<file path="config.mk">
export PLATFORM = sky130hd
export DESIGN_NAME = ising_run_ctrl
export DESIGN_NICKNAME = d
export VERILOG_FILES = /design/src/rtl/ising_ctrl_pkg.sv /design/src/rtl/ising_sync2.sv /design/src/rtl/ising_run_ctrl.sv
export SDC_FILE = /design/constraint.sdc
export NUM_CORES = 1
export LEC_CHECK = 0
export ABC_AREA = 1
export ABC_CLOCK_PERIOD_IN_PS = 4900
export CORE_MARGIN = 2
export CORE_UTILIZATION = 29
export CTS_CLUSTER_DIAMETER = 80
export CTS_CLUSTER_SIZE = 40
export DETAILED_ROUTE_END_ITERATION = 10
export PLACE_DENSITY = 0.43
export SLEW_MARGIN = 10
export SYNTH_ARGS = -nofsm -noshare
export SYNTH_HDL_FRONTEND = slang
export SYNTH_SLANG_ARGS = --single-unit
</file>
<file path="constraint.sdc">
create_clock -name clk -period 4.9 [get_ports clk]
set_clock_uncertainty 0.05 [all_clocks]
set_input_delay 0.98 -clock clk [delete_from_list [all_inputs] [get_ports clk]]
set_output_delay 0.98 -clock clk [all_outputs]
set_load 0.01 [all_outputs]
</file>
<file path="src/rtl/ising_ctrl_pkg.sv">
// Shared types and helpers for the oscillator-matrix run controller.
// Pair indexing maps an upper-triangle pair (i<j) onto the packed weight bus.
package ising_ctrl_pkg;

  typedef enum logic [2:0] {
    IDLE,
    RESET,
    RUN,
    SAMPLE,
    DONE
  } state_t;

  localparam int unsigned RST_CYCLES_DEFAULT = 4;

  function automatic int unsigned pair_count(input int unsigned n);
    return n * (n - 1) / 2;
  endfunction

  function automatic int unsigned pair_index(input int unsigned n, input int unsigned i,
                                             input int unsigned j);
    return n * i - i * (i + 1) / 2 + j - i - 1;
  endfunction

endpackage

</file>
<file path="src/rtl/ising_sync2.sv">
// Two-flop synchronizer for one asynchronous oscillator output.
module ising_sync2 (
  input  logic clk,
  input  logic rst_n,
  input  logic d,
  output logic q
);

  logic meta;

  always_ff @(posedge clk or negedge rst_n) begin
    if (!rst_n) begin
      meta <= 1'b0;
      q    <= 1'b0;
    end else begin
      meta <= d;
      q    <= meta;
    end
  end

endmodule

</file>
<file path="src/rtl/ising_run_ctrl.sv">
// Anneal sequencer for the coupled-oscillator matrix: weight register, reset/run/sample
// phases and spin resolution. Optional abort input enabled by ISING_RUN_ABORT_EN.
module ising_run_ctrl
  import ising_ctrl_pkg::*;
#(
  parameter int unsigned N           = 3,
  parameter int unsigned NUM_WEIGHTS = 5,
  parameter int unsigned CNT_W       = 16,
  parameter int unsigned SMP_W       = 8,
  parameter int unsigned RST_CYCLES  = RST_CYCLES_DEFAULT,
  localparam int unsigned NPAIR      = pair_count(N),
  localparam int unsigned PAIR_W     = ($clog2(NPAIR) > 1) ? $clog2(NPAIR) : 1
) (
  input  logic                         clk,
  input  logic                         rstn,
  input  logic                         wr_valid,
  output logic                         wr_ready,
  input  logic [PAIR_W-1:0]            wr_addr,
  input  logic [NUM_WEIGHTS-1:0]       wr_data,
  input  logic                         start,
`ifdef ISING_RUN_ABORT_EN
  input  logic                         abort,
`endif
  input  logic [CNT_W-1:0]             run_cycles,
  input  logic [SMP_W-1:0]             sample_cycles,
  output logic [NUM_WEIGHTS*NPAIR-1:0] weights,
  output logic                         core_rstn,
  input  logic [N-1:0]                 osc_in,
  output logic                         busy,
  output logic                         done,
  output logic [N-1:0]                 spins
);

  state_t             state, state_next;
  logic [CNT_W-1:0]   cnt;
  logic [CNT_W-1:0]   r_lat;
  logic [SMP_W-1:0]   s_lat;
  logic [N-1:0]       osc_sync;
  logic [SMP_W-1:0]   dis      [1:N-1];
  logic [SMP_W-1:0]   dis_nxt  [1:N-1];
  logic [N-1:0]       spins_nxt;
  logic               start_acc;

  for (genvar g = 0; g < N; g++) begin : g_sync
    ising_sync2 u_sync (
      .clk  (clk),
      .rst_n(rstn),
      .d    (osc_in[g]),
      .q    (osc_sync[g])
    );
  end

  assign wr_ready  = (state == IDLE);
  assign start_acc = (state == IDLE) && start;

  // State register
  always_ff @(posedge clk or negedge rstn) begin
    if (!rstn) state <= IDLE;
    else       state <= state_next;
  end

  // Next-state logic
  always_comb begin
    state_next = state;
    case (state)
      IDLE:    if (start) state_next = RESET;
      RESET:   if (cnt == CNT_W'(RST_CYCLES - 1))
                 state_next = (r_lat == '0) ? SAMPLE : RUN;
      RUN:     if (cnt == r_lat - CNT_W'(1)) state_next = SAMPLE;
      SAMPLE:  if (cnt == CNT_W'(s_lat) - CNT_W'(1)) state_next = DONE;
      DONE:    state_next = IDLE;
      default: state_next = IDLE;
    endcase
`ifdef ISING_RUN_ABORT_EN
    if (abort && (state == RESET || state == RUN || state == SAMPLE)) state_next = IDLE;
`endif
  end

  // Disagreement counts including the current cycle, and the spin decision they imply
  always_comb begin
    spins_nxt = '0;
    for (int unsigned i = 1; i < N; i++) begin
      dis_nxt[i] = dis[i];
      if (state == SAMPLE && osc_sync[i] != osc_sync[0]) dis_nxt[i] = dis[i] + SMP_W'(1);
      spins_nxt[i] = (dis_nxt[i] > (s_lat >> 1));
    end
  end

  // Phase counter restarts on every state change
  always_ff @(posedge clk or negedge rstn) begin
    if (!rstn)                    cnt <= '0;
    else if (state_next != state) cnt <= '0;
    else if (state != IDLE)       cnt <= cnt + CNT_W'(1);
  end

  // Run parameters, captured once per anneal; a zero sample window still samples once
  always_ff @(posedge clk or negedge rstn) begin
    if (!rstn) begin
      r_lat <= '0;
      s_lat <= '0;
    end else if (start_acc) begin
      r_lat <= run_cycles;
      s_lat <= (sample_cycles == '0) ? SMP_W'(1) : sample_cycles;
    end
  end

  always_ff @(posedge clk or negedge rstn) begin
    if (!rstn) begin
      for (int unsigned i = 1; i < N; i++) dis[i] <= '0;
    end else if (start_acc) begin
      for (int unsigned i = 1; i < N; i++) dis[i] <= '0;
    end else begin
      for (int unsigned i = 1; i < N; i++) dis[i] <= dis_nxt[i];
    end
  end

  // Weight register; out-of-range addresses match no pair and are dropped
  always_ff @(posedge clk or negedge rstn) begin
    if (!rstn) begin
      weights <= '0;
    end else if (wr_valid && wr_ready) begin
      for (int unsigned k = 0; k < NPAIR; k++) begin
        if (wr_addr == PAIR_W'(k)) weights[k*NUM_WEIGHTS +: NUM_WEIGHTS] <= wr_data;
      end
    end
  end

  // Registered status outputs decoded from the upcoming state
  always_ff @(posedge clk or negedge rstn) begin
    if (!rstn) begin
      core_rstn <= 1'b0;
      busy      <= 1'b0;
      done      <= 1'b0;
      spins     <= '0;
    end else begin
      core_rstn <= (state_next == RUN) || (state_next == SAMPLE);
      busy      <= (state_next != IDLE);
      done      <= (state_next == DONE);
      if (state == SAMPLE && state_next == DONE) spins <= spins_nxt;
    end
  end

endmodule

</file>
==> Word-level counts from Yosys, hierarchy flattened <==
Index checks and enable logic that the tools add are counted.
{ "totals": {"wordCells": 68, "regBits": 85} }
{ "classes": {"eq_ne": 14, "n_lt_le_gt_ge": 2, "muxes": 12, "reduce_logical": 16, "addsub": 5} }
{ "op_table": {"columns": ["cell", "count"], "rows": [
  ["$mux 16", 3],
  ["$eq 16x16->1", 2],
  ["$mux 8", 3],
  ["$add 16x1->16 const B", 1],
  ["$add 8x1->8 const B", 2],
  ["$eq 16x2->1 const B", 1],
  ["$gt 8x7->1", 2],
  ["$logic_not 16->1", 1],
  ["$sub 16x1->16 const B", 1],
  ["$eq 3x2->1 const B", 4],
  ["$mux 3", 4],
  ["$pmux 3 s4", 1],
  ["$sub 8x1->9 const B", 1],
  ["$logic_not 8->1", 1],
  ["$reduce_and 2->1", 3],
  ["$reduce_bool 3->1", 2],
  ["$logic_and 1x1->1", 5],
  ["$eq 3x1->1 const B", 1],
  ["$eq 3x3->1 const B", 1],
  ["$logic_not 3->1", 1],
  ["$ne 3x3->1", 1],
  ["$eq 2x1->1 const B", 1],
  ["$eq 2x2->1 const B", 1],
  ["$logic_not 2->1", 1],
  ["4 further kinds", 5]
]} }

==> Depth between registers and ports, before layout <==
{ "logic_depth": {"depth_word": 6, "ltp_mapped": 18, "mapped_depth_nobuf": 17} }

==> By module <==
A second synthesis with hierarchy kept.
{ "unflattened": {"cells_unflattened": 646, "hier_area_um2": 5186.2} }
{ "modules_own_cells": {"columns": ["module", "n_inst", "cells_per_inst", "area_per_inst_um2"], "rows": [
  ["ising_run_ctrl", 1, 640, 5036.1],
  ["ising_sync2", 3, 2, 50.0]
]} }

==> Worst setup path after synthesis <==
OpenSTA, ideal clock, no wires.
{ "synth_path": {"kind": "register to register", "startpoint": "reg state[2]", "endpoint": "reg spins[1]", "required_ns": 4.734, "slack_ns": 2.572, "path_stages_with_launch": 14, "setup_ns": 0.116, "n_path_buf": 0, "t_arrival_ns": 2.162, "path_cell_list": "dfrtp_1 nor3_4 nand2_2 nor2_1 nand3_1 nor3b_2 xor2_1 inv_1 ha_1 nand2_1 nor3_1 o21ai_1 nand2_1 nand2_1"} }
{ "synth_between": {"elab_chain_cells": 4} }
{ "synth_lines": {"columns": ["element", "line_no", "rtl"], "rows": [
  ["start: declaration", "ising_run_ctrl.sv:34", "state_t state, state_next;"],
  ["start signal: assignment", "ising_run_ctrl.sv:59", "else state <= state_next;"],
  ["$eq 3x2->1, or another cell as far along", "ising_run_ctrl.sv:65, ising_run_ctrl.sv:84, ising_run_ctrl.sv:139", null],
  ["$logic_and 1x1->1 or $pmux 3 s4 (tied branches)", "ising_run_ctrl.sv:84, ising_run_ctrl.sv:65", null],
  ["$mux 8 or $eq 3x3->1 (tied branches)", "ising_run_ctrl.sv:84, ising_run_ctrl.sv:139", null],
  ["$gt 8x7->1 or $logic_and 1x1->1 (tied branches)", "ising_run_ctrl.sv:85, ising_run_ctrl.sv:139", null],
  ["end signal: assignment", "ising_run_ctrl.sv:139", "if (state == SAMPLE && state_next == DONE) spins <= spins_nxt;"],
  ["end: declaration", "ising_run_ctrl.sv:31", "output logic [N-1:0] spins"]
]} }
Several ways; a longest one is shown, not always the timed one.
A chain may end at the register's enable or synchronous reset.

==> Final worst setup path <==
{ "layout_path": {"startpoint": "reg state[2]", "endpoint": "reg spins[2]"} }
The elaborated chain is that of the path after synthesis.

==> results.yml <==
run_status:
  status: "completed"
clocking:
  cts_max_level: 3
  cts_tree: "yes"
  ctsResizeCount: 0
  cts-buffers-inserted: 9
  clkTransAtPathRegs_ns: 0.08
  cts_buffer_depth: 2
  cts.sinks: 85
  cts_hold_buf: 0
  post-cts-setup-buffers: 0
  clk_latency_ns: 0.36
  cts-root-buf: "clkbuf_16"
pwr:
  ir_worst_vdd_mv: 0.1547
  pwr_density_cell_nw_per_um2: 226.4
  leakagePower_nw: 2.990
sta:
  final_hold_viol_count: 0
  finalMaxSlewViolations: 0
  min_period_ns: 2.683
  slew-limit-headroom_pct: 50.07
  period_share_pct: 54.76
  fin_ws_ns: 2.217
  rsz0062_at_grt: "no"
  fmax_mhz: 372.7
  setup_viol_count_final: 0
  worstMarginPinSlew_ns: 0.7489
  setup_tns_ns: 0
place:
  place_area_sq_um: 6162
  port_buffers: 58
  dp_slack_ns: 1.970
  dp_hpwl_um: 10170
  place_inst: 941
  globalplace.congestion: 0.8575
worst_setup_path:
  arrival_ns: 2.88
  rr_endpoint: "spins[2]"
  critical_path_class: "reg -> reg"
  worstRegToRegCells: 14
  worstSetupEndpoint: "spins[2]"
  rrSetupSlack_ns: 2.22
  startpoint_type: "flip-flop"
  r2r_start: "state[2]"
  cp-end-kind: "flip-flop"
  startpoint: "state[2]"
  crit_fanout: 5
  cp.required_ns: 5.10
drt:
  drt_iter0_markers: 202
  wl_um: 13140
  wl_per_cell_um: 13.73
  drc: 0
  antenna_left: 0
  first_pass_iters: 4
  viasPerCell: 4.487
  num_vias: 4294
global_routing:
  first_global_vias: 4337
  grt_usage_pct: 14.09
  busiest_layer: "met2"
  met1_usage_pct: 18.26
  grtUsageMet3_pct: 2.994
  grt_max_degree: 56
  antenna_found_initial: 0
  grt_pass1_wl_um: 21800
  grt_use_met2_pct: 23.16
  grt_overflow: 0
floorplanning:
  num_io_pins: 60
  die_y_um: 139.8
  dieArea_sq_um: 19530
  initial_core_util_pct: 29.65
  coreArea_sq_um: 18020
  rows: 49
  die_w_um: 139.8
final_layout:
  diodes: 0
  fin_cells: 957
  final_common_cell: "nand2_1"
  drive_above_1_share_pct: 15.11
  area_growth_pct: 21.02
  most-common-layout-cells: "166 x nand2_1, 85 x dfrtp_1, 81 x inv_1, 62 x nor2_1, 57 x clkdlybuf4s50_1"
  nets: 780
  final_area_sq_um: 6469
  fill_cells: 1880
yosys:
  synth_area_leader_cell: "dfrtp_1"
  netlist_instances: 663
  ys_seq_elements: 85
  ys_types: 42
  ys_top_cells_by_area: "dfrtp_1 40%, nand2_1 12%, inv_1 5.7%"
  syn_avg_cell_area_sq_um: 8.062
  ys_seq_area_share_pct: 39.79
  yosysTopAreaCellShare_pct: 39.79
  yosys_warnings: 0
  syn_area_sq_um: 5345
  syn-num-nets: 720
worst_hold_path:
  hold_path_class: "reg -> reg"
run:
  cap_violations: 0
worst min-delay path by stage:
stage | from | endpoint | slack [ns] | depth (start not counted)
finish | g_sync[2].u_sync.meta | g_sync[2].u_sync.q | 0.30 | 0
CTS | g_sync[2].u_sync.meta | g_sync[2].u_sync.q | 0.30 | 0
global route | g_sync[1].u_sync.meta | g_sync[1].u_sync.q | 0.32 | 0
detailed placement | g_sync[2].u_sync.meta | g_sync[2].u_sync.q | 0.28 | 0
global placement | g_sync[1].u_sync.meta | g_sync[1].u_sync.q | 0.28 | 0
floorplan | g_sync[0].u_sync.meta | g_sync[0].u_sync.q | 0.28 | 0
sequential cells by signal, indices dropped and copies added, names as in the netlist, 3 cells and up:
| register | flops |
|---|---|
| cnt | 16 |
| dis | 16 |
| r_lat | 16 |
| weights | 15 |
| s_lat | 8 |
| g_sync.u_sync.meta | 3 |
| g_sync.u_sync.q | 3 |
| state | 3 |
Yosys cell counts, drive strengths merged:
cell    count
mux2       15
dfrtp      85
buf         6
nor3       14
clkbuf      6
or2         2
clkinv      1
xnor2       8
nand3      38
xor2       33
nand3b      8
a21oi      11
and2        2
a21o        1
nand4       8
nor3b       3
and3        1
conb        1
nor2       91
nand2     179
ha         19
o21a        1
o21ai      33
o211ai      1
inv        94
nor4        2
metrics by stage:
step	util (%)	hold WS (ns)	power (mW)
after floorplan	-	0.2812	0.7221
after global placement	34.19	0.2832	0.7713
after detailed placement	34.19	0.2847	0.7716
after CTS	35.89	0.3038	1.490
after global routing	35.89	0.3228	1.519
final	35.89	0.3021	1.464
power breakdown:
part           internal [mW]  leakage [nW]  switching, mW
combinational         0.0272          1.87         0.0243
sequential             0.703         0.971       0.000973
clock                  0.365         0.150          0.343
kinds of logic after synthesis:
family                   after synthesis  synth area share (%)
flip-flops                            85                 39.79
buffers and inverters                107                 7.982
XOR/XNOR                              41                 6.999
AO/OA/AOI/OAI                         47                 4.611
AND/OR/NAND/NOR                      348                 32.94
multiplexers                          15                 3.160
adder cells (fa/ha/maj)               19                 4.448
other                                  1               0.07016
layer usage:
layer  wire, um  vias up  part of all wire, %
li1           -     2198                    -
met1       6030     2008                   46
met2       6252       70                   48
met3        543       18                  4.1
met4        316        0                  2.4
met5          0        -                    0
worst max-delay path, stage by stage, from the launching register on:
cell and delay, ns:
dfrtp_1 0.46, nor3_4 0.37, and2_1 0.26, nand3_1 0.11, xor2_1 0.19, inv_1 0.09
ha_1 0.32, a21oi_1 0.18, a21oi_1 0.08, o21ai_0 0.14, nand2_1 0.07, o21ai_0 0.09
nand2_1 0.07, nand2_1 0.06, nand2_1 0.04
cell type report:
| cell class | instances | area [sq um] | share of cell area (%) |
|---|---|---|---|
| Multi-Input combinational cell | 471 | 2791 | 43.15 |
| Sequential cell | 85 | 2127 | 32.88 |
| Timing Repair Buffer | 61 | 600.6 | 9.284 |
| Inverter | 95 | 356.6 | 5.513 |
| Tap cell | 229 | 286.5 | 4.429 |
| Clock buffer | 9 | 225.2 | 3.482 |
| Clock inverter | 7 | 81.33 | 1.257 |
Note: power is estimated with default switching activity, not from simulation.
